File: src/rtl/inst_issue_queue_pkg.sv
// Shared types for the instruction issue queue: decoded instruction format,
// queue entry layout and the serialising-instruction predicate.
package inst_issue_queue_pkg;

  typedef enum logic [3:0] {
    BR_NONE, BR_BEQ, BR_BNE, BR_BLEZ, BR_BGTZ, BR_BLTZ, BR_BGEZ, BR_J, BR_JR
  } br_op_e;

  typedef enum logic [3:0] {
    ALU_NONE, ALU_ADD, ALU_SUB, ALU_AND, ALU_OR, ALU_XOR, ALU_NOR,
    ALU_SLT, ALU_SLTU, ALU_SLL, ALU_SRL, ALU_SRA, ALU_LUI
  } alu_op_e;

  typedef enum logic [3:0] {
    HL_NONE, HL_MULT, HL_MULTU, HL_DIV, HL_DIVU, HL_MFHI, HL_MFLO, HL_MTHI, HL_MTLO
  } hi_lo_op_e;

  typedef enum logic [1:0] {C0_NONE, C0_MFC0, C0_MTC0, C0_ERET} c0_op_e;
  typedef enum logic [1:0] {TLB_NONE, TLB_TLBR, TLB_TLBWI, TLB_TLBP} tlb_op_e;

  typedef enum logic [3:0] {
    MEM_NONE, MEM_LB, MEM_LBU, MEM_LH, MEM_LHU, MEM_LW, MEM_SB, MEM_SH, MEM_SW
  } mem_op_e;

  typedef struct packed {
    br_op_e    br_op;
    alu_op_e   alu_op;
    hi_lo_op_e hi_lo_op;
    c0_op_e    c0_op;
    tlb_op_e   tlb_op;
    mem_op_e   mem_op;
    logic      syscall;
    logic      brk;
    logic      invalid;
    logic      link;
    logic      rf_we;
    logic      use_imm;
    logic      sign_ext;
    logic [4:0]  rs;
    logic [4:0]  rt;
    logic [4:0]  dest;
    logic [4:0]  sa;
    logic [15:0] imm;
    logic [25:0] jidx;
  } decoded_inst_t;

  typedef struct packed {
    logic [31:0] inst;
    logic [31:0] pc;
    logic        excp;
  } queue_entry_t;

  function automatic logic is_serialising(decoded_inst_t d);
    return (d.c0_op != C0_NONE) || (d.tlb_op != TLB_NONE) ||
           d.syscall || d.brk || d.invalid;
  endfunction

endpackage

File: src/rtl/inst_issue_queue_decode_slot.sv
// Combinational decode of one queue entry into decoded_inst_t, plus the
// pass-through PC/exception flag and the combined serialising indication.
module decode_slot
  import inst_issue_queue_pkg::*;
(
  input  queue_entry_t  entry,
  output decoded_inst_t inst,
  output logic [31:0]   pc,
  output logic          excp,
  output logic          serial
);

  logic [5:0] op;
  logic [5:0] funct;
  logic [4:0] rs;
  logic [4:0] rt;
  logic [4:0] rd;
  logic [1:0] wsel;

  assign op    = entry.inst[31:26];
  assign rs    = entry.inst[25:21];
  assign rt    = entry.inst[20:16];
  assign rd    = entry.inst[15:11];
  assign funct = entry.inst[5:0];

  always_comb begin
    inst      = '0;
    wsel      = 2'd0;
    inst.rs   = rs;
    inst.rt   = rt;
    inst.sa   = entry.inst[10:6];
    inst.imm  = entry.inst[15:0];
    inst.jidx = entry.inst[25:0];
    // wsel: 0 no write, 1 rd, 2 rt, 3 $31
    case (op)
      6'h00: begin
        case (funct)
          6'h00: begin inst.alu_op = ALU_SLL;  wsel = 2'd1; end
          6'h02: begin inst.alu_op = ALU_SRL;  wsel = 2'd1; end
          6'h03: begin inst.alu_op = ALU_SRA;  wsel = 2'd1; end
          6'h08: inst.br_op = BR_JR;
          6'h09: begin inst.br_op = BR_JR; inst.link = 1'b1; wsel = 2'd1; end
          6'h0C: inst.syscall = 1'b1;
          6'h0D: inst.brk = 1'b1;
          6'h10: begin inst.hi_lo_op = HL_MFHI; wsel = 2'd1; end
          6'h11: inst.hi_lo_op = HL_MTHI;
          6'h12: begin inst.hi_lo_op = HL_MFLO; wsel = 2'd1; end
          6'h13: inst.hi_lo_op = HL_MTLO;
          6'h18: inst.hi_lo_op = HL_MULT;
          6'h19: inst.hi_lo_op = HL_MULTU;
          6'h1A: inst.hi_lo_op = HL_DIV;
          6'h1B: inst.hi_lo_op = HL_DIVU;
          6'h21: begin inst.alu_op = ALU_ADD;  wsel = 2'd1; end
          6'h23: begin inst.alu_op = ALU_SUB;  wsel = 2'd1; end
          6'h24: begin inst.alu_op = ALU_AND;  wsel = 2'd1; end
          6'h25: begin inst.alu_op = ALU_OR;   wsel = 2'd1; end
          6'h26: begin inst.alu_op = ALU_XOR;  wsel = 2'd1; end
          6'h27: begin inst.alu_op = ALU_NOR;  wsel = 2'd1; end
          6'h2A: begin inst.alu_op = ALU_SLT;  wsel = 2'd1; end
          6'h2B: begin inst.alu_op = ALU_SLTU; wsel = 2'd1; end
          default: inst.invalid = 1'b1;
        endcase
      end
      6'h01: begin
        case (rt)
          5'h00: inst.br_op = BR_BLTZ;
          5'h01: inst.br_op = BR_BGEZ;
          5'h10: begin inst.br_op = BR_BLTZ; inst.link = 1'b1; wsel = 2'd3; end
          5'h11: begin inst.br_op = BR_BGEZ; inst.link = 1'b1; wsel = 2'd3; end
          default: inst.invalid = 1'b1;
        endcase
      end
      6'h02: inst.br_op = BR_J;
      6'h03: begin inst.br_op = BR_J; inst.link = 1'b1; wsel = 2'd3; end
      6'h04: inst.br_op = BR_BEQ;
      6'h05: inst.br_op = BR_BNE;
      6'h06: inst.br_op = BR_BLEZ;
      6'h07: inst.br_op = BR_BGTZ;
      6'h09: begin inst.alu_op = ALU_ADD;  inst.use_imm = 1'b1; inst.sign_ext = 1'b1; wsel = 2'd2; end
      6'h0A: begin inst.alu_op = ALU_SLT;  inst.use_imm = 1'b1; inst.sign_ext = 1'b1; wsel = 2'd2; end
      6'h0B: begin inst.alu_op = ALU_SLTU; inst.use_imm = 1'b1; inst.sign_ext = 1'b1; wsel = 2'd2; end
      6'h0C: begin inst.alu_op = ALU_AND;  inst.use_imm = 1'b1; wsel = 2'd2; end
      6'h0D: begin inst.alu_op = ALU_OR;   inst.use_imm = 1'b1; wsel = 2'd2; end
      6'h0E: begin inst.alu_op = ALU_XOR;  inst.use_imm = 1'b1; wsel = 2'd2; end
      6'h0F: begin inst.alu_op = ALU_LUI;  inst.use_imm = 1'b1; wsel = 2'd2; end
      6'h10: begin
        if (rs == 5'h00) begin
          inst.c0_op = C0_MFC0;
          wsel = 2'd2;
        end else if (rs == 5'h04) begin
          inst.c0_op = C0_MTC0;
        end else if (rs[4]) begin
          case (funct)
            6'h01:   inst.tlb_op = TLB_TLBR;
            6'h02:   inst.tlb_op = TLB_TLBWI;
            6'h08:   inst.tlb_op = TLB_TLBP;
            6'h18:   inst.c0_op  = C0_ERET;
            default: inst.invalid = 1'b1;
          endcase
        end else begin
          inst.invalid = 1'b1;
        end
      end
      6'h20: begin inst.mem_op = MEM_LB;  wsel = 2'd2; end
      6'h21: begin inst.mem_op = MEM_LH;  wsel = 2'd2; end
      6'h23: begin inst.mem_op = MEM_LW;  wsel = 2'd2; end
      6'h24: begin inst.mem_op = MEM_LBU; wsel = 2'd2; end
      6'h25: begin inst.mem_op = MEM_LHU; wsel = 2'd2; end
      6'h28: inst.mem_op = MEM_SB;
      6'h29: inst.mem_op = MEM_SH;
      6'h2B: inst.mem_op = MEM_SW;
      default: inst.invalid = 1'b1;
    endcase
    if (inst.mem_op != MEM_NONE) begin
      inst.alu_op   = ALU_ADD;
      inst.use_imm  = 1'b1;
      inst.sign_ext = 1'b1;
    end
    inst.rf_we = (wsel != 2'd0);
    case (wsel)
      2'd1:    inst.dest = rd;
      2'd2:    inst.dest = rt;
      2'd3:    inst.dest = 5'd31;
      default: inst.dest = 5'd0;
    endcase
  end

  assign pc     = entry.pc;
  assign excp   = entry.excp;
  assign serial = is_serialising(inst) || entry.excp;

endmodule

File: src/rtl/inst_issue_queue.sv
// Circular instruction queue between fetch and register read; decodes the
// oldest ISSUE_WIDTH entries and issues an in-order group each cycle.
module inst_issue_queue
  import inst_issue_queue_pkg::*;
#(
  parameter int FETCH_WIDTH = 2,
  parameter int ISSUE_WIDTH = 2,
  parameter int DEPTH       = 8
) (
  input  logic                               clk,
  input  logic                               resetn,
  input  logic                               flush,
  input  logic                               fetch_valid,
  input  logic [FETCH_WIDTH-1:0]             fetch_mask,
  input  logic [FETCH_WIDTH-1:0][31:0]       fetch_inst,
  input  logic [FETCH_WIDTH-1:0][31:0]       fetch_pc,
  input  logic [FETCH_WIDTH-1:0]             fetch_excp,
  output logic                               fetch_ready,
  output logic [ISSUE_WIDTH-1:0]             issue_valid,
  output decoded_inst_t [ISSUE_WIDTH-1:0]    issue_inst,
  output logic [ISSUE_WIDTH-1:0][31:0]       issue_pc,
  output logic [ISSUE_WIDTH-1:0]             issue_excp,
  output logic [ISSUE_WIDTH-1:0]             issue_is_ds,
  input  logic                               issue_ready
);

  localparam int PW = $clog2(DEPTH);
  localparam int CW = PW + 1;

  queue_entry_t            mem [DEPTH];
  logic [PW-1:0]           head;
  logic [PW-1:0]           tail;
  logic [CW-1:0]           count;
  logic                    hold;
  logic [ISSUE_WIDTH-1:0]  hold_valid;

  decoded_inst_t           dec       [ISSUE_WIDTH];
  logic [31:0]             slot_pc   [ISSUE_WIDTH];
  logic                    slot_excp [ISSUE_WIDTH];
  logic                    slot_ser  [ISSUE_WIDTH];

  logic [ISSUE_WIDTH-1:0]  grp;
  logic                    stop;
  logic                    hl_used;
  logic                    blk;
  logic                    prev_br;
  logic                    nxt;
  logic                    push_en;
  logic [CW-1:0]           n_push;
  logic [CW-1:0]           n_pop;

  assign fetch_ready = (CW'(DEPTH) - count) >= CW'(FETCH_WIDTH);
  assign push_en     = fetch_valid && fetch_ready && !flush;

  for (genvar k = 0; k < ISSUE_WIDTH; k++) begin : g_slot
    logic [PW-1:0] idx;
    assign idx = head + PW'(k);
    decode_slot u_decode_slot (
      .entry  (mem[idx]),
      .inst   (dec[k]),
      .pc     (slot_pc[k]),
      .excp   (slot_excp[k]),
      .serial (slot_ser[k])
    );
    // Storage is not reset, so anything beyond the occupied entries reads as zero
    assign issue_inst[k] = (count > CW'(k)) ? dec[k]       : '0;
    assign issue_pc[k]   = (count > CW'(k)) ? slot_pc[k]   : '0;
    assign issue_excp[k] = (count > CW'(k)) ? slot_excp[k] : 1'b0;
  end

  always_comb begin
    grp     = '0;
    stop    = 1'b0;
    hl_used = 1'b0;
    blk     = 1'b0;
    prev_br = 1'b0;
    nxt     = 1'b0;
    for (int k = 0; k < ISSUE_WIDTH; k++) begin
      blk = stop || (int'(count) <= k);
      if (dec[k].br_op != BR_NONE && (k >= ISSUE_WIDTH - 1 || int'(count) <= k + 1))
        blk = 1'b1;
      if (slot_ser[k] && k != 0 && !prev_br)
        blk = 1'b1;
      if (dec[k].hi_lo_op != HL_NONE && hl_used)
        blk = 1'b1;
      // The delay slot of a linking branch gets the link value via the PC+8 bypass
      for (int j = 0; j < k; j++) begin
        if (grp[j] && dec[j].rf_we && dec[j].dest != 5'd0 &&
            (dec[k].rs == dec[j].dest || dec[k].rt == dec[j].dest) &&
            !(j == k - 1 && dec[j].br_op != BR_NONE && dec[j].link))
          blk = 1'b1;
      end
      if (blk) begin
        stop = 1'b1;
      end else begin
        grp[k] = 1'b1;
        if (dec[k].hi_lo_op != HL_NONE) hl_used = 1'b1;
        if (slot_ser[k]) stop = 1'b1;
      end
      prev_br = !blk && (dec[k].br_op != BR_NONE);
    end
    // A branch cannot issue without its delay slot in the same group
    for (int k = ISSUE_WIDTH - 1; k >= 0; k--) begin
      if (grp[k] && dec[k].br_op != BR_NONE && !nxt) grp[k] = 1'b0;
      nxt = grp[k];
    end
  end

  always_comb begin
    issue_valid = hold ? hold_valid : grp;
    if (flush) issue_valid = '0;
    issue_is_ds = '0;
    for (int k = 1; k < ISSUE_WIDTH; k++)
      issue_is_ds[k] = issue_valid[k-1] && (dec[k-1].br_op != BR_NONE);
  end

  always_comb begin
    n_push = '0;
    n_pop  = '0;
    for (int i = 0; i < FETCH_WIDTH; i++)
      if (push_en && fetch_mask[i]) n_push = n_push + CW'(1);
    for (int k = 0; k < ISSUE_WIDTH; k++)
      if (issue_ready && issue_valid[k]) n_pop = n_pop + CW'(1);
  end

  // A stalled group is frozen so arriving entries cannot widen it under the consumer
  always_ff @(posedge clk or negedge resetn) begin
    if (!resetn) begin
      head       <= '0;
      tail       <= '0;
      count      <= '0;
      hold       <= 1'b0;
      hold_valid <= '0;
    end else if (flush) begin
      head       <= '0;
      tail       <= '0;
      count      <= '0;
      hold       <= 1'b0;
      hold_valid <= '0;
    end else begin
      head       <= head + n_pop[PW-1:0];
      tail       <= tail + n_push[PW-1:0];
      count      <= count + n_push - n_pop;
      hold       <= (issue_valid != '0) && !issue_ready;
      hold_valid <= issue_valid;
    end
  end

  always_ff @(posedge clk) begin
    for (int i = 0; i < FETCH_WIDTH; i++)
      if (push_en && fetch_mask[i])
        mem[tail + PW'(i)] <= '{inst: fetch_inst[i], pc: fetch_pc[i], excp: fetch_excp[i]};
  end

endmodule
File: config.mk
export PLATFORM = sky130hd
export DESIGN_NAME = inst_issue_queue
export DESIGN_NICKNAME = d
export VERILOG_FILES = /design/src/rtl/inst_issue_queue_pkg.sv /design/src/rtl/inst_issue_queue_decode_slot.sv /design/src/rtl/inst_issue_queue.sv
export SDC_FILE = /design/constraint.sdc
export NUM_CORES = 1
export LEC_CHECK = 0
export BUFFER_PORTS_ARGS = -buffer_cell sky130_fd_sc_hd__buf_2
export CAP_MARGIN = 20
export CELL_PAD_IN_SITES_DETAIL_PLACEMENT = 1
export CELL_PAD_IN_SITES_GLOBAL_PLACEMENT = 1
export CORE_MARGIN = 4
export CORE_UTILIZATION = 31
export CTS_BUF_LIST = sky130_fd_sc_hd__clkbuf_4
export DETAILED_ROUTE_END_ITERATION = 10
export PLACE_DENSITY_LB_ADDON = 0.1
export SLEW_MARGIN = 15
export SYNTH_ARGS = -nofsm -noshare
export SYNTH_HDL_FRONTEND = slang
export SYNTH_SLANG_ARGS = --single-unit
export TNS_END_PERCENT = 30
File: constraint.sdc
create_clock -name clk -period 18.95 [get_ports clk]
set_input_delay 2.8425 -clock clk [delete_from_list [all_inputs] [get_ports clk]]
set_output_delay 2.8425 -clock clk [all_outputs]
set_load 0.02 [all_outputs]
Yosys cells after proc, flatten, opt, wreduce, memory -nomap -nowiden
Memories as Yosys holds them, arrays and structs flattened.
Cells that the tools add are included.
{"block": "word_totals", "memories": 1, "inputBits": 137, "out_inout_bits": 249, "mem_bits_rw": 520, "ff_bits": 13, "elab_cells": 324}
{"block": "classes", "magnitude_cmp": 5, "reduce_logical": 86, "n_eq_ne": 108, "mux": 110, "n_addsub": 9}
{"memory": "mem", "depth": 8, "word_bits": 65, "rd": 2, "rd_ports_with_merged_regs": 0, "write_ports": 2, "line_no": "inst_issue_queue.sv:30", "text": "queue_entry_t mem [DEPTH];"}
{"cell": "6-bit equality test (second input constant)", "count": 32}
{"cell": "4-bit one-hot mux with 8 select lines", "count": 6}
{"cell": "89-bit two-way mux", "count": 2}
{"cell": "6-bit by 4-bit equality test with 1-bit output (second input constant)", "count": 22}
{"cell": "6-bit by 5-bit equality test with 1-bit output (second input constant)", "count": 18}
{"cell": "4-bit one-hot mux with 11 select lines", "count": 2}
{"cell": "32-bit two-way mux", "count": 2}
{"cell": "4-bit one-hot mux with 7 select lines", "count": 2}
{"cell": "4-bit two-way mux", "count": 13}
{"cell": "6-bit by 2-bit equality test with 1-bit output (second input constant)", "count": 8}
{"cell": "6-bit by 3-bit equality test with 1-bit output (second input constant)", "count": 8}
{"cell": "1-bit two-way mux", "count": 48}
{"cell": "23-bit OR reduction", "count": 2}
{"cell": "2-bit two-way mux", "count": 21}
{"cell": "21-bit OR reduction", "count": 2}
{"cell": "5-bit one-hot mux with 3 select lines", "count": 2}
{"cell": "14-bit OR reduction", "count": 2}
{"cell": "6-bit by 1-bit equality test with 1-bit output (second input constant)", "count": 4}
{"cell": "6-bit zero test", "count": 4}
{"cell": "4-bit nonzero test", "count": 6}
{"cell": "12-bit OR reduction", "count": 2}
{"cell": "5-bit equality test (second input constant)", "count": 4}
{"cell": "1-bit logical AND", "count": 20}
{"cell": "5-bit zero test", "count": 4}
{"cell": "other kinds (28)", "count": 82}

Depth between registers and ports, before layout
Gate-level depths: netlist of the first run.
An unclocked memory read counts as a cell.
{"block": "logic_depth", "ltp_word": 34, "mapped_depth": 24, "mapped_depth_nobuf": 19}

Hierarchy
A second synthesis of the first run with hierarchy kept.
{"block": "hier_totals", "cells_unflattened": 2558, "area_unflattened_um2": 36448.7}
{"module": "inst_issue_queue", "seq_area_each_um2": 15940.3, "area_each_um2": 32727.6, "cells_per_inst": 1984, "n_inst": 1}
{"module": "decode_slot", "seq_area_each_um2": 0.0, "area_each_um2": 1860.5, "cells_per_inst": 287, "n_inst": 2}

Worst setup path after synthesis of the first run
OpenSTA, ideal clock, no wires.
{"block": "synth_path", "kind": "input to register", "start": "input flush", "end": "memory mem[1][0] (netlist name) (enable)", "setup_slack_ns": 10.239, "path_stages": 5, "n_path_buf": 0, "required_ns": 18.366, "setup_time_ns": 0.584, "arrival_time_ns": 8.127, "cell_sequence": "inv_1 and3_1 and2_1 nand2_1 o31ai_1"}
{"item": "start, declared", "line_no": "inst_issue_queue.sv:12", "text": "input logic flush,"}
{"item": "end, declared", "line_no": "inst_issue_queue.sv:30"}

Worst setup path in the final report of the first run
{"block": "layout_path", "start": "register head[1]", "end": "output issue_valid[1]"}
{"block": "layout_between", "elab_chain_len": 25, "elab_cells_between_ends": 237, "classes_between": "add/sub (1); eq/ne (105); mux (68); reduce/logical (62); memory (1)"}
{"item": "start, declared", "line_no": "inst_issue_queue.sv:31", "text": "logic [PW-1:0] head;"}
{"item": "start signal, assigned", "line_no": "inst_issue_queue.sv:141", "text": "head <= head + n_pop[PW-1:0];"}
{"item": "memory read 8 x 65 bit *"}
{"item": "6-bit by 4-bit equality test with 1-bit output (tied with other cells)", "line_no": "inst_issue_queue_decode_slot.sv:37, inst_issue_queue_decode_slot.sv:93"}
{"item": "2-bit one-hot mux with 3 select lines or 2-bit two-way mux (tied branches)", "line_no": "inst_issue_queue_decode_slot.sv:93", "text": "case (funct)"}
{"item": "4-bit two-way mux", "line_no": "inst_issue_queue_decode_slot.sv:92", "text": "end else if (rs[4]) begin"}
{"item": "2-bit two-way mux", "line_no": "inst_issue_queue_decode_slot.sv:90", "text": "end else if (rs == 5'h04) begin"}
{"item": "2-bit two-way mux", "line_no": "inst_issue_queue_decode_slot.sv:87", "text": "if (rs == 5'h00) begin"}
{"item": "4-bit two-way mux", "line_no": "inst_issue_queue_decode_slot.sv:35", "text": "case (op)"}
{"item": "2-bit nonzero test", "line_no": "inst_issue_queue_pkg.sv:54", "text": "return (d.c0_op != C0_NONE) || (d.tlb_op != TLB_NONE) ||"}
{"item": "[9 not listed]"}
{"item": "1-bit two-way mux", "line_no": "inst_issue_queue.sv:82", "text": "if (slot_ser[k] && k != 0 && !prev_br)"}
{"item": "1-bit two-way mux", "line_no": "inst_issue_queue.sv:84", "text": "if (dec[k].hi_lo_op != HL_NONE && hl_used)"}
{"item": "1-bit two-way mux", "line_no": "inst_issue_queue.sv:88", "text": "if (grp[j] && dec[j].rf_we && dec[j].dest != 5'd0 &&"}
{"item": "1-bit two-way mux", "line_no": "inst_issue_queue.sv:93", "text": "if (blk) begin"}
{"item": "1-bit logical AND", "line_no": "inst_issue_queue.sv:104", "text": "if (grp[k] && dec[k].br_op != BR_NONE && !nxt) grp[k] = 1'b0;"}
{"item": "1-bit two-way mux *", "line_no": "inst_issue_queue.sv:104"}
{"item": "2-bit two-way mux *", "line_no": "inst_issue_queue.sv:110", "text": "issue_valid = hold ? hold_valid : grp;"}
{"item": "2-bit two-way mux *", "line_no": "inst_issue_queue.sv:111", "text": "if (flush) issue_valid = '0;"}
{"item": "end, declared", "line_no": "inst_issue_queue.sv:19", "text": "output logic [ISSUE_WIDTH-1:0] issue_valid,"}
Every way passes the cells marked *; elsewhere a longest branch is shown, timed or not.

==> flow_results.org, run 1 <==
** Global routing
- Global routing used around 23% of the available tracks across all layers.
- The initial antenna violation count was between 40 and 50.
- Met2 track demand over resource :: between 30% and 40%
- Global Route met1 Usage :: a little over 30%
- The number of global-route vias before repair came to between 20k and 30k.
- Global routing met3 resource utilization :: under 10%
- Total global routing overflow :: 0
- Entering global routing, the biggest net connects between 100 and 150 pins.
- Wire length of the first global-routing pass :: between 150000 and 200000 microns
- The layer flagged by global routing as most heavily used is met2.

** Placement
- Port buffering added about 380 buffers.
- Routability-driven placement congestion ratio :: just under 0.9
- Counting tap cells, the placed design contains a total of about 4.2k instances.
- After legalization and detailed placement, the total HPWL measured between 80000 and 90000 microns.

** Setup path
- The largest single stage delay on the critical path is 0.93 ns.
- Arrival time at the worst endpoint :: between 7 and 8 ns
- WP buf/inv :: 2
- The endpoint identified for the worst register-to-register timing path is count[2]$_DFF_PN0_.
- Worst-path maximum fanout :: 46
- The largest individual stage delay along the critical path comes from the cell ha_4.
- Cell family contributing the most delay on the critical path :: compound AO/OA/AOI/OAI gates
- Register-to-register path setup slack :: about 11 ns
- Count of cells along the worst register-to-register path :: 19
- Traced cell by cell, the critical path runs through ha_4, buf_4, mux4_2, mux2i_1, and3_1, or3_1, o22ai_1, a211oi_1, a21oi_1, a2111oi_4, o211ai_2, nand2_1, buf_2.
- CP startpoint :: head[1]$_DFF_PN0_
- STA puts the critical path data required time at ~16 ns.
- Reg2reg start :: head[1]$_DFF_PN0_
- The worst setup path is of the register to primary output kind.
- Kind of end point of the critical path :: primary output
- STA classifies the critical path startpoint as a register.

** Power and ir drop
- P_leak :: about 13 nW
- Total power :: a little over 0.005 W
- Power density normalized to cell area :: between 100 and 150 nW/um^2
- The worst-case IR drop observed on VDD is 0.0939 mV.

** Flow run
- Number of max-cap violations :: 0

** Drt
- Drt first-iter violations :: 1477
- Antenna Nets Post-Route :: 0
- Via total after detailed routing :: ~25k
- In the final routed layout, each cell accounts on average for 30.2 microns.
- First-pass iteration count of the detailed router :: 5
- After detailed routing, the number of remaining DRC violations is 0.
- Total Routed Length :: roughly 140000 microns
- Dividing the detail-routed via count by the number of cells gives about 5.6.

** Synthesis
- Number of nets produced by synthesis :: about 2.6k
- Counting flops with an async set or reset pin after synthesis yields a share of 2.44%.
- After technology mapping, the gate count stands at about 2.5k.
- Counting flops and latches in the post-synthesis netlist gives 533.
- After synthesis, the mean cell area works out to ~14 sq um.
- YS warnings :: 0
- Among all cell types in the netlist, the one instantiated most often is mux2_2.
- Yosys top cell by area :: edfxtp_1
- Yosys mapped a number of flops with a built-in enable equal to 520.
- Primary FF master, synth :: edfxtp_1
- Commonest cells post-synth :: mux2_2 (544), edfxtp_1 (520), mux4_2 (248), nand2_1 (176), nor2_1 (159)
- Mapped Area :: between 30000 and 40000 sq um
- Of the synthesized area, sequential elements account for about 46%.
- Synth top area share :: 45.1%
- Yosys mapped the design onto 76 distinct sky130hd cell types.
- Most area-consuming cells after synthesis :: edfxtp_1 (45%), mux2_2 (18%), mux4_2 (16%)

** Clock tree
- Maximum root-to-sink buffer count :: 3
- Clock latency reported for the late side of the worst-skew pair :: a little over 1 ns
- Root buffer cell :: clkbuf_4
- CTS hold repair buffers :: 0
- Number of levels in the clock H-tree :: 4
- Number of clock sinks :: 533
- Clock buffers created by TritonCTS :: between 150 and 200
- Count of buffers added by post-CTS timing repair for setup :: 0
- Number of instances resized during post-cts repair :: 0
- CTS tree :: built
- Clock-pin slew on the worst setup and hold paths :: 0.06 ns

** Timing
- Final worst path period share :: between 50% and 60%
- Setup repair after global routing left no endpoint under its margin.
- Final max-slew violation count :: 0
- Clock skew on the completed layout was measured at 0.0828 ns.
- Tightest slew margin relative to the limit :: 23.0%
- Final setup violation count :: 0
- Setup TNS after final layout :: 0 ns
- Timing would allow up to approximately 100 MHz.
- The smallest clock period supported by the final layout is computed as just under 10 ns.
- Transition time of the tightest slew-check pin :: around 1.1 ns
- Final hold violation count :: 0

** Die
- From left edge to right edge, the die measures 342 microns.
- The floorplan step defined a die boundary enclosing 117000 sq um.
- The floorplan has 122 rows.
- Num ports :: roughly 390
- Core Area :: roughly 110000 sq um
- Vertical die dimension :: between 300 and 400 microns
- For this configuration, the core starts out at a cell density of between 30 and 40%.

** Layout
- Final net count :: ~3k
- Fraction of layout cells with a size suffix above 1 :: 51.2%
- The area growth from synthesis to layout is 15.3%.
- Measured on the finished design, the core utilization comes to 36.0%.
- For this run, the number of standard cells in the final layout without fillers is 4494.

** Min path
- The tightest min-delay check is of the register to register type.
- Worst hold endpoint :: hold$_DFF_PN0_
- Startpoint of the lowest-slack hold path :: hold_valid[1]$_DFF_PN0_
- Hold Path Stages :: 2

** Run status
- Status :: complete, no violations
[where the power goes]
| part | total, W | internal [W] | switching, W |
|---|---|---|---|
| logic | 0.00264 | 0.000915 | 0.00172 |
| registers | 0.00140 | 0.00137 | 0.0000375 |
| clock network | 0.00116 | 0.000601 | 0.000554 |
| total | 0.00520 | 0.00288 | 0.00232 |
[placed cells by master, fill, tap and decap left out, types with 16 or more instances in the layout]
| master | n |
|---|---|
| a21oi_1 | 95 |
| a22oi_1 | 16 |
| buf_2 | 384 |
| buf_4 | 53 |
| clkbuf_4 | 243 |
| clkinv_1 | 37 |
| diode_2 | 25 |
| edfxtp_1 | 520 |
| inv_1 | 26 |
| mux2_2 | 544 |
| mux2i_1 | 95 |
| mux4_2 | 248 |
| nand2_1 | 174 |
| nand3_1 | 29 |
| nor2_1 | 157 |
| nor3_1 | 36 |
| o21ai_0 | 38 |
| xnor2_1 | 16 |
[worst min-delay path: stages (launching register included)]
cell and delay (ns):
dfrtp_1 0.36, nand2_1 0.09, a311oi_1 0.09
[state kept, by name, summed over array words and instances, names as in the netlist]
| signal | cells |
|---|---|
| mem | 520 |
| tail | 3 |
| head | 3 |
| count | 4 |
| hold | 1 |
| hold_valid | 2 |
[stage by stage]
stage	hold slack [ns]	setup WS [ns]	area, sq um
CTS	0.581	8.78	39800
floorplan	0.531	10.24	34600
detailed placement	0.571	10.02	37700
global placement	0.584	10.16	37700
global route	0.601	8.55	39800
finish	0.578	9.07	39900
[cell families (layout without fill, tap and decap cells)]
kind of cell    Yosys count  after routing  share of synthesized area (%)
mux                     899            899                           37.4
fa+ha+maj                18             18                          0.738
buf+inv                 269            758                           3.94
compound gates          253            253                           4.70
flops                   533            533                           46.1
simple gates            497            497                           6.51
other cells               1             26                         0.0108
xor+xnor                 22             22                          0.611
[worst max-delay path by stage]
stage,endpoint,cells past startpoint
5_1_grt,issue_valid[1],13
3_3_place_gp,issue_valid[1],13
3_5_place_dp,issue_valid[1],13
4_1_cts,issue_valid[1],13
6_report,issue_valid[1],13
2_1_floorplan,mem[1][0]$_DFFE_PP_,5
[layer usage]
| layer | part of all wire, % | up-vias |
|---|---|---|
| met2 | 49 | 885 |
| li1 | - | 10736 |
| met3 | 6.3 | 218 |
| met4 | 2.1 | 24 |
| met1 | 43 | 13186 |
| met5 | 0.13 | - |
[layout make-up]
class	instances	area, sq um
clock buffers	243	1820
well taps	1488	1860
diodes	25	62.6
flip-flops and latches	533	16000
inverters	26	97.6
repair buffers	438	2340
fillers	11691	70800
multi-input cells	1690	17500
clock inverters	51	270
No activity file was read; power rests on OpenSTA's default activity.
==> run 2: changes to the inputs <==
- clock period: 18.95 -> 8 ns (I/O delays scaled with it)
==> flow_results.org, run 2 (synthesis results as in run 1) <==
** Layout
- The flip-flop count of the largest register after layout is 520 (unchanged).
- Most frequent standard cell in the layout excluding fill and tap cells :: mux2_2
- From synthesis to final layout, the design area changed by 15.6%.
- Final cell area excluding filler cells :: 40000 sq um (+0.25%)
- Top library cells by usage in the layout, fill and taps aside :: mux2_2 (544), edfxtp_1 (520), buf_2 (384), mux4_2 (248), clkbuf_4 (223)
- The number of fill cells in the layout came to 11.7k (+0.21%).
- The share of the core filled with cells in the final layout was 36.1% (+0.089 points).
- The largest registers in the layout are mem (520), count (4).
- Counting flops per register, the top entry is mem.
- The fraction of layout cells with a size suffix above 1 was 51.5% (+0.27 points).
- Final net count :: 3026 (+0.56%)

** Global routing
- Total global routing overflow :: 0 (unchanged)
- Wire length of the first global-routing pass :: 198000 microns (+0.63%)
- The largest net degree at the start of global routing came to 121 (-9.7%).
- Global router's overall resource usage :: 23.2% (+0.23 points)
- Vias in the first global route :: 27.3k (+0.71%)
- Initial antenna violation count :: 45 (-4.3%)

** Timing
- The final-report hold violation count is 0 (unchanged).
- Transition time of the tightest slew-check pin :: 1.08 ns (-0.0421 ns)
- The worst hold-check slack came to 0.389 ns (-0.189 ns).
- The final max-slew violation count came to 0 (unchanged).
- Timing would allow up to 139 MHz.
- The total negative slack for setup checks came to 0 ns (unchanged).
- The final number of setup-violating endpoints is 0 (unchanged).
- Clock skew :: 0.0786 ns (-0.00425 ns)
- After layout, the minimum clock period comes to approximately 7 ns.
- Tightest slew margin relative to the limit :: 25.9% (+2.9 points)
- Of the available clock period, the critical path in the final layout requires approximately nine tenths.
- Setup repair after global routing left no endpoint under its margin.

** Setup path
- CP Cell Sequence :: xor2_4, buf_4, mux2i_1, and4_1, a21oi_1, nor3b_1, a211oi_1, a21oi_1, a2111oi_4, o211ai_2, nand2_1, buf_2
- Master of the slowest instance on the critical path :: dfrtp_4
- The depth of the most critical reg-to-reg path is 19 (unchanged).
- The worst setup path is launched from a register.
- In this run the critical register-to-register path is captured at count[3]$_DFF_PN0_.
- Required time of the critical path :: 6.80 ns (-9.31 ns)
- CP peak stage delay :: 0.86 ns (-0.07 ns)
- The cell that appears most often on the critical path is a21oi_1.
- Reg2reg start :: head[2]$_DFF_PN0_
- The data arrival at the endpoint of the critical path is 6.00 ns (-1.04 ns).
- The worst setup path is captured at a primary output.
- Worst setup path endpoint :: issue_valid[1]
- The number of stages on the worst setup path is 12 (-1).
- The register-to-register setup slack was 1.51 ns (-9.88 ns).
- The buffer and inverter count on the worst path is 2 (unchanged).
- CP startpoint :: head[2]$_DFF_PN0_
- The worst setup path is of the register to primary output kind.
- Among cell families on the critical path, the largest total delay comes from compound AO/OA/AOI/OAI gates.
- Worst-path maximum fanout :: 36 (-22%)

** Drt
- First-pass iteration count of the detailed router :: 5 (unchanged)
- Total Routed Length :: 137000 microns (+0.91%)
- The total number of vias was 24.9k (-0.70%).
- The DRC violation count after routing is 0 (unchanged).
- Drt first-iter violations :: 1701 (+15%)
- The post-detailed-route count of antenna-violating nets came to 0 (unchanged).
- The detailed-route vias per instance came to 5.54 (-0.64%).
- Final routed wire length divided by cell count :: 30.5 microns (+0.98%)

** Flow run
- Number of max-cap violations :: 0 (unchanged)

** Clock tree
- The total number of H-tree levels came to 4 (unchanged).
- CTS tree :: built
- Clock-pin slew on the worst setup and hold paths :: 0.07 ns (about the same)
- The later-pin clock latency in the skew report is 1.04 ns (+0.02 ns).
- The number of gates resized after cts came to 0 (unchanged).
- Clock buffers created by TritonCTS :: 159 (-3.6%)
- Number of clock sinks :: 533 (unchanged)
- Maximum root-to-sink buffer count :: 3 (unchanged)
- Root buffer cell :: clkbuf_4

** Placement
- Buffers added on ports :: 384 (unchanged)
- Placement Cell Area :: 37900 sq um (+0.56%)
- The placed wire-length estimate is 86900 microns (+0.89%).
- Routability-driven placement congestion ratio :: 0.897 (+3.5%)

** Die
- The area of the die is 117000 sq um (unchanged).
- The floorplan die width was 342 microns (unchanged).
- Core Area :: 111000 sq um (unchanged)
- Num ports :: 386 (unchanged)
- The die outline height is 342 microns (unchanged).
- The starting density of the core is 31.3% (unchanged).
- The placement row count came to 122 (unchanged).

** Power and ir drop
- The power consumption was 0.0123 W (+140%).
- The static power due to leakage is 13.5 nW (+0.46%).
- The power per cell area is 308 nW/um^2 (+140%).
- VDD IR max :: 0.168 mV (+79%)

** Min path
- The cell depth of the worst min-delay path was 2 (unchanged).
- In this run the worst hold path is classified as input port to register.

** Run status
- Status :: complete, no violations
==> run 2: power breakdown <==
group          leakage (nW)  switching (W)  internal, W  total (W)
Sequential             4.86      0.0000810      0.00324    0.00332
Clock                  1.17        0.00130      0.00136    0.00265
Combinational          7.43        0.00415      0.00221    0.00636
==> run 2: through the flow <==
step           setup WS, ns  instances
2_1_floorplan         0.932       2492
3_3_place_gp           1.50       4196
3_5_place_dp           1.51       4197
4_1_cts               0.631       4467
5_1_grt               0.448       4479
6_report              0.802       4491
==> run 2: how the worst min path moves through the flow <==
stage / start / endpoint / slack, ns
finish: issue_ready / hold$_DFF_PN0_ / 0.39
global route: issue_ready / hold$_DFF_PN0_ / 0.28
floorplan: hold_valid[1]$_DFF_PN0_ / hold$_DFF_PN0_ / 0.53
global placement: hold_valid[1]$_DFF_PN0_ / hold$_DFF_PN0_ / 0.57
detailed placement: hold_valid[1]$_DFF_PN0_ / hold$_DFF_PN0_ / 0.59
CTS: issue_ready / hold$_DFF_PN0_ / 0.26
==> run 2: what timing repair did <==
item,4_1_cts,5_1_grt
hold buffers,1,0
hold endpoints to repair,12,0
buffers inserted,0,0
==> run 2: final cells by class <==
| type | count | area (sq um) | area share, % |
|---|---|---|---|
| Tap cell | 1488 | 1860 | 4.66 |
| Multi-Input combinational cell | 1690 | 17500 | 43.7 |
| Inverter | 26 | 97.6 | 0.244 |
| Clock inverter | 46 | 302 | 0.754 |
| Clock buffer | 223 | 1670 | 4.19 |
| Sequential cell | 533 | 16000 | 39.9 |
| Antenna cell | 24 | 60.1 | 0.150 |
| Timing Repair Buffer | 461 | 2560 | 6.40 |
==> run 2: per-layer routing <==
metal  vias up  global-route usage (%)  routed length, microns
met2       877                    38.9                   66300
met5         -                       0                     157
met4        20                    6.58                    3350
li1      10746                       -                       -
met3       235                    5.02                    8800
met1     12995                    30.3                   58300
==> run 3: changes to the inputs <==
- GPL_TIMING_DRIVEN: not set -> 0
==> flow_results.org, run 3 (synthesis results as in run 1) <==
** Run status
- The flow ran to the end, and the final reports show no timing, DRC or antenna violations.

** Layout
- Register containing the most flip-flops in the final layout :: mem
- Biggest registers after layout :: mem (520), count (4)
- In the layout the commonest cells are mux2_2 (544), edfxtp_1 (520), buf_2 (430), mux4_2 (248), clkbuf_4 (218).
- Relative to the synthesized area, the layout overhead comes to 20.3%.
- Final net count :: 3246 (+7.3%)
- The fraction of layout cells with a size suffix above 1 was 50.3% (-1.1 points).
- Leaving out fill and tap cells, the most frequent cell in the layout is mux2_2.
- The flip-flop count of the largest register after layout came to 520 (unchanged).
- Final core area utilization :: 37.6% (+1.5 points)
- The post-route standard cell area excluding fillers was 41600 sq um (+4.1%).

** Drt
- Total Routed Length :: 147000 microns (+7.7%)
- The DRC violation count after routing is 0 (unchanged).
- The final routed wire length divided by cell count was 31.2 microns (+2.5%).
- The total number of vias came to 26.1k (+5.1%).
- The post-detailed-route count of antenna-violating nets came to 0 (unchanged).
- The detailed-route vias per instance came to 5.54 (about the same).
- First-pass iteration count of the detailed router :: 5 (unchanged)
- Met1 wire length :: 60000 microns (+2.9%)
- The total length of routed met3 wires is 9250 microns (+5.1%).
- The detailed router's first-iteration violation count is 1952 (+15%).
- Detailed route wirelength on metal2 :: 73700 microns (+11%)
- Signal routing reaches up to met5.

** Power and ir drop
- The maximum vdd ir drop was 0.165 mV (-2.1%).
- The part of the power in registers is 25.5% (-1.4 points).
- The internal power contribution is 0.00710 W (+4.3%).
- The static power due to leakage was 14.3 nW (+6.3%).
- The net switching component of the power is 0.00582 W (+5.3%).
- Total power :: 0.0129 W (+4.8%)
- Switching fraction of total power :: 45.0% (+0.24 points)
- Clk pwr share :: 20.4% (-1.1 points)
- Combinational fraction of design power :: 54.1% (+2.5 points)
- The power per cell area is 310 nW/um^2 (+0.69%).

** Die
- The floorplan die width is 342 microns (unchanged).
- The placeable core region was 111000 sq um (unchanged).
- Num ports :: 386 (unchanged)
- Vertical die dimension :: 342 microns (unchanged)
- Number of core rows :: 122 (unchanged)
- The area of the die was 117000 sq um (unchanged).
- Initial cell density of the core :: 31.3% (unchanged)

** Setup path
- The buffer and inverter count on the worst path is 3 (+1).
- Arrival time at the worst endpoint :: 6.41 ns (+0.41 ns)
- Among cell families on the critical path, the largest total delay comes from compound AO/OA/AOI/OAI gates.
- Worst-path maximum fanout :: 10 (-72%)
- The depth of the most critical reg-to-reg path came to 21 (+2).
- CP Cell Sequence :: ha_1, buf_2, xor2_4, buf_2, mux2i_1, and3_1, or3_1, o22ai_1, a211oi_1, a21oi_1, a2111oi_4, o211ai_2, nand2_1, buf_2
- The required time at the endpoint of the critical path was 6.80 ns (about the same).
- Top cell by count, worst path :: buf_2
- By startpoint and endpoint, the worst setup path is classified as register to primary output.
- In this run the critical register-to-register path is launched from head[0]$_DFF_PN0_.
- Kind of end point of the critical path :: primary output
- The number of stages on the worst setup path is 14 (+2).
- The biggest cell delay along the critical path was 0.80 ns (-0.06 ns).
- Sort of element at the start of the critical path :: register
- Master of the slowest instance on the critical path :: mux2i_1
- Tracing the worst setup path back leads to its startpoint at head[0]$_DFF_PN0_.

** Timing
- The setup clock skew after layout came to 0.0753 ns (-0.00321 ns).
- The timing-limited maximum frequency was 131 MHz (-5.4%).
- Final max-slew violation count :: 0 (unchanged)
- Clock period minus final worst setup slack :: 7.61 ns (+0.414 ns)
- Transition time of the tightest slew-check pin :: 1.10 ns (+0.0183 ns)
- The minimum setup slack in the final design came to 0.387 ns (-0.414 ns).
- Final setup violation count :: 0 (unchanged)
- Unrepaired setup endpoints after global routing :: false
- The final critical-path share of the clock period came to 95.2% (+5.2 points).
- The headroom to the max-slew limit was 24.7% (-1.3 points).
- The final-report hold violation count came to 0 (unchanged).
- Setup TNS after final layout :: 0 ns (unchanged)

** Clock tree
- Root buffer cell :: clkbuf_4
- The clock net sink count is 533 (unchanged).
- Clock-pin slew on the worst setup and hold paths :: 0.07 ns (about the same)
- TritonCTS built the clock tree.
- The total number of H-tree levels was 4 (unchanged).
- The total clock buffers created by CTS was 159 (unchanged).
- The later-pin clock latency in the skew report came to 1.01 ns (-0.03 ns).
- Maximum root-to-sink buffer count :: 3 (unchanged)

** Placement
- The post-detailed-placement cell area is 39500 sq um (+4.2%).
- Placement Setup Slack :: 0.933 ns (-0.580 ns)
- The routability congestion estimate came to 0.880 (-1.9%).
- The number of buffer cells added on primary ports came to 384 (unchanged).
- The placed wire-length estimate is 109000 microns (+26%).

** Global routing
- Pin count of the biggest net entering global routing :: 30 (-75%)
- The overall track demand over capacity in global routing is 24.8% (+1.6 points).
- The initial antenna violation count came to 38 (-16%).
- Total global routing overflow :: 0 (unchanged)
- Wire length of the first global-routing pass :: 209000 microns (+5.3%)
- Vias in the first global route :: 28.2k (+3.2%)

** Min path
- In this run the most critical hold path is launched from issue_ready.
- In this run the worst hold path is classified as input port to register.
- The cell depth of the worst min-delay path was 2 (unchanged).

** Flow run
- The count of max-cap constraint violations is 0 (unchanged).
-- run 3: metal layers --
layer / GRT usage (%) / vias up
met1: 31.3 / 13702
met2: 42.8 / 993
met5: 0 / -
met4: 7.91 / 10
li1: - / 11203
met3: 4.88 / 237
-- run 3: worst paths after layout --
check | to | slack [ns]
min in group asynchronous | count[0]$_DFF_PN0_ | 0.67
worst min register to register | hold$_DFF_PN0_ | 0.59
worst min-delay path | hold$_DFF_PN0_ | 0.39
worst max-delay path | issue_valid[1] | 0.39
worst max register to register | count[3]$_DFF_PN0_ | 1.06
max in group asynchronous | tail[0]$_DFF_PN0_ | 7.00
-- run 3: area by class of cell --
class	count	area (sq um)
antenna	27	67.6
sequential	533	15900
fill	11815	69100
timing repair buffer	438	3020
clock buffer	218	1640
buffer	243	1290
multi-input combinational	1690	17400
clock inverter	56	319
inverter	26	97.6
tap	1488	1860
-- run 3: worst reg2reg max path: cells and delay by family (launching register included) --
| kind | cells | cell delay [ns] |
|---|---|---|
| fa+ha+maj | 4 | 1.05 |
| simple gates | 3 | 0.78 |
| compound gates | 8 | 2.07 |
| buf+inv | 3 | 0.96 |
| xor+xnor | 2 | 0.68 |
| flops | 1 | 0.47 |
| mux | 1 | 0.80 |
-- run 3: power by group through the flow --
stage | Combinational [W] | Clock (W) | Sequential (W)
4_1_cts | 0.00704 | 0.00272 | 0.00330
5_1_grt | 0.00741 | 0.00288 | 0.00331
6_report | 0.00698 | 0.00263 | 0.00330
2_1_floorplan | 0.00436 | 0 | 0.00334
3_3_place_gp | 0.00685 | 0 | 0.00339
3_5_place_dp | 0.00702 | 0 | 0.00336
-- run 3: timing repair --
item,CTS,global route
resized for setup,2,5
setup buffers,0,0
endpoints found under the setup margin,18,11
endpoints found under the hold margin,10,0
hold buffers,1,0
-- run 3: per-stage QoR --
| step | instances | hold slack, ns |
|---|---|---|
| detailed placement | 4413 | 0.560 |
| global placement | 4364 | 0.559 |
| finish | 4719 | 0.390 |
| global route | 4701 | 0.252 |
| CTS | 4688 | 0.223 |
| floorplan | 2492 | 0.531 |
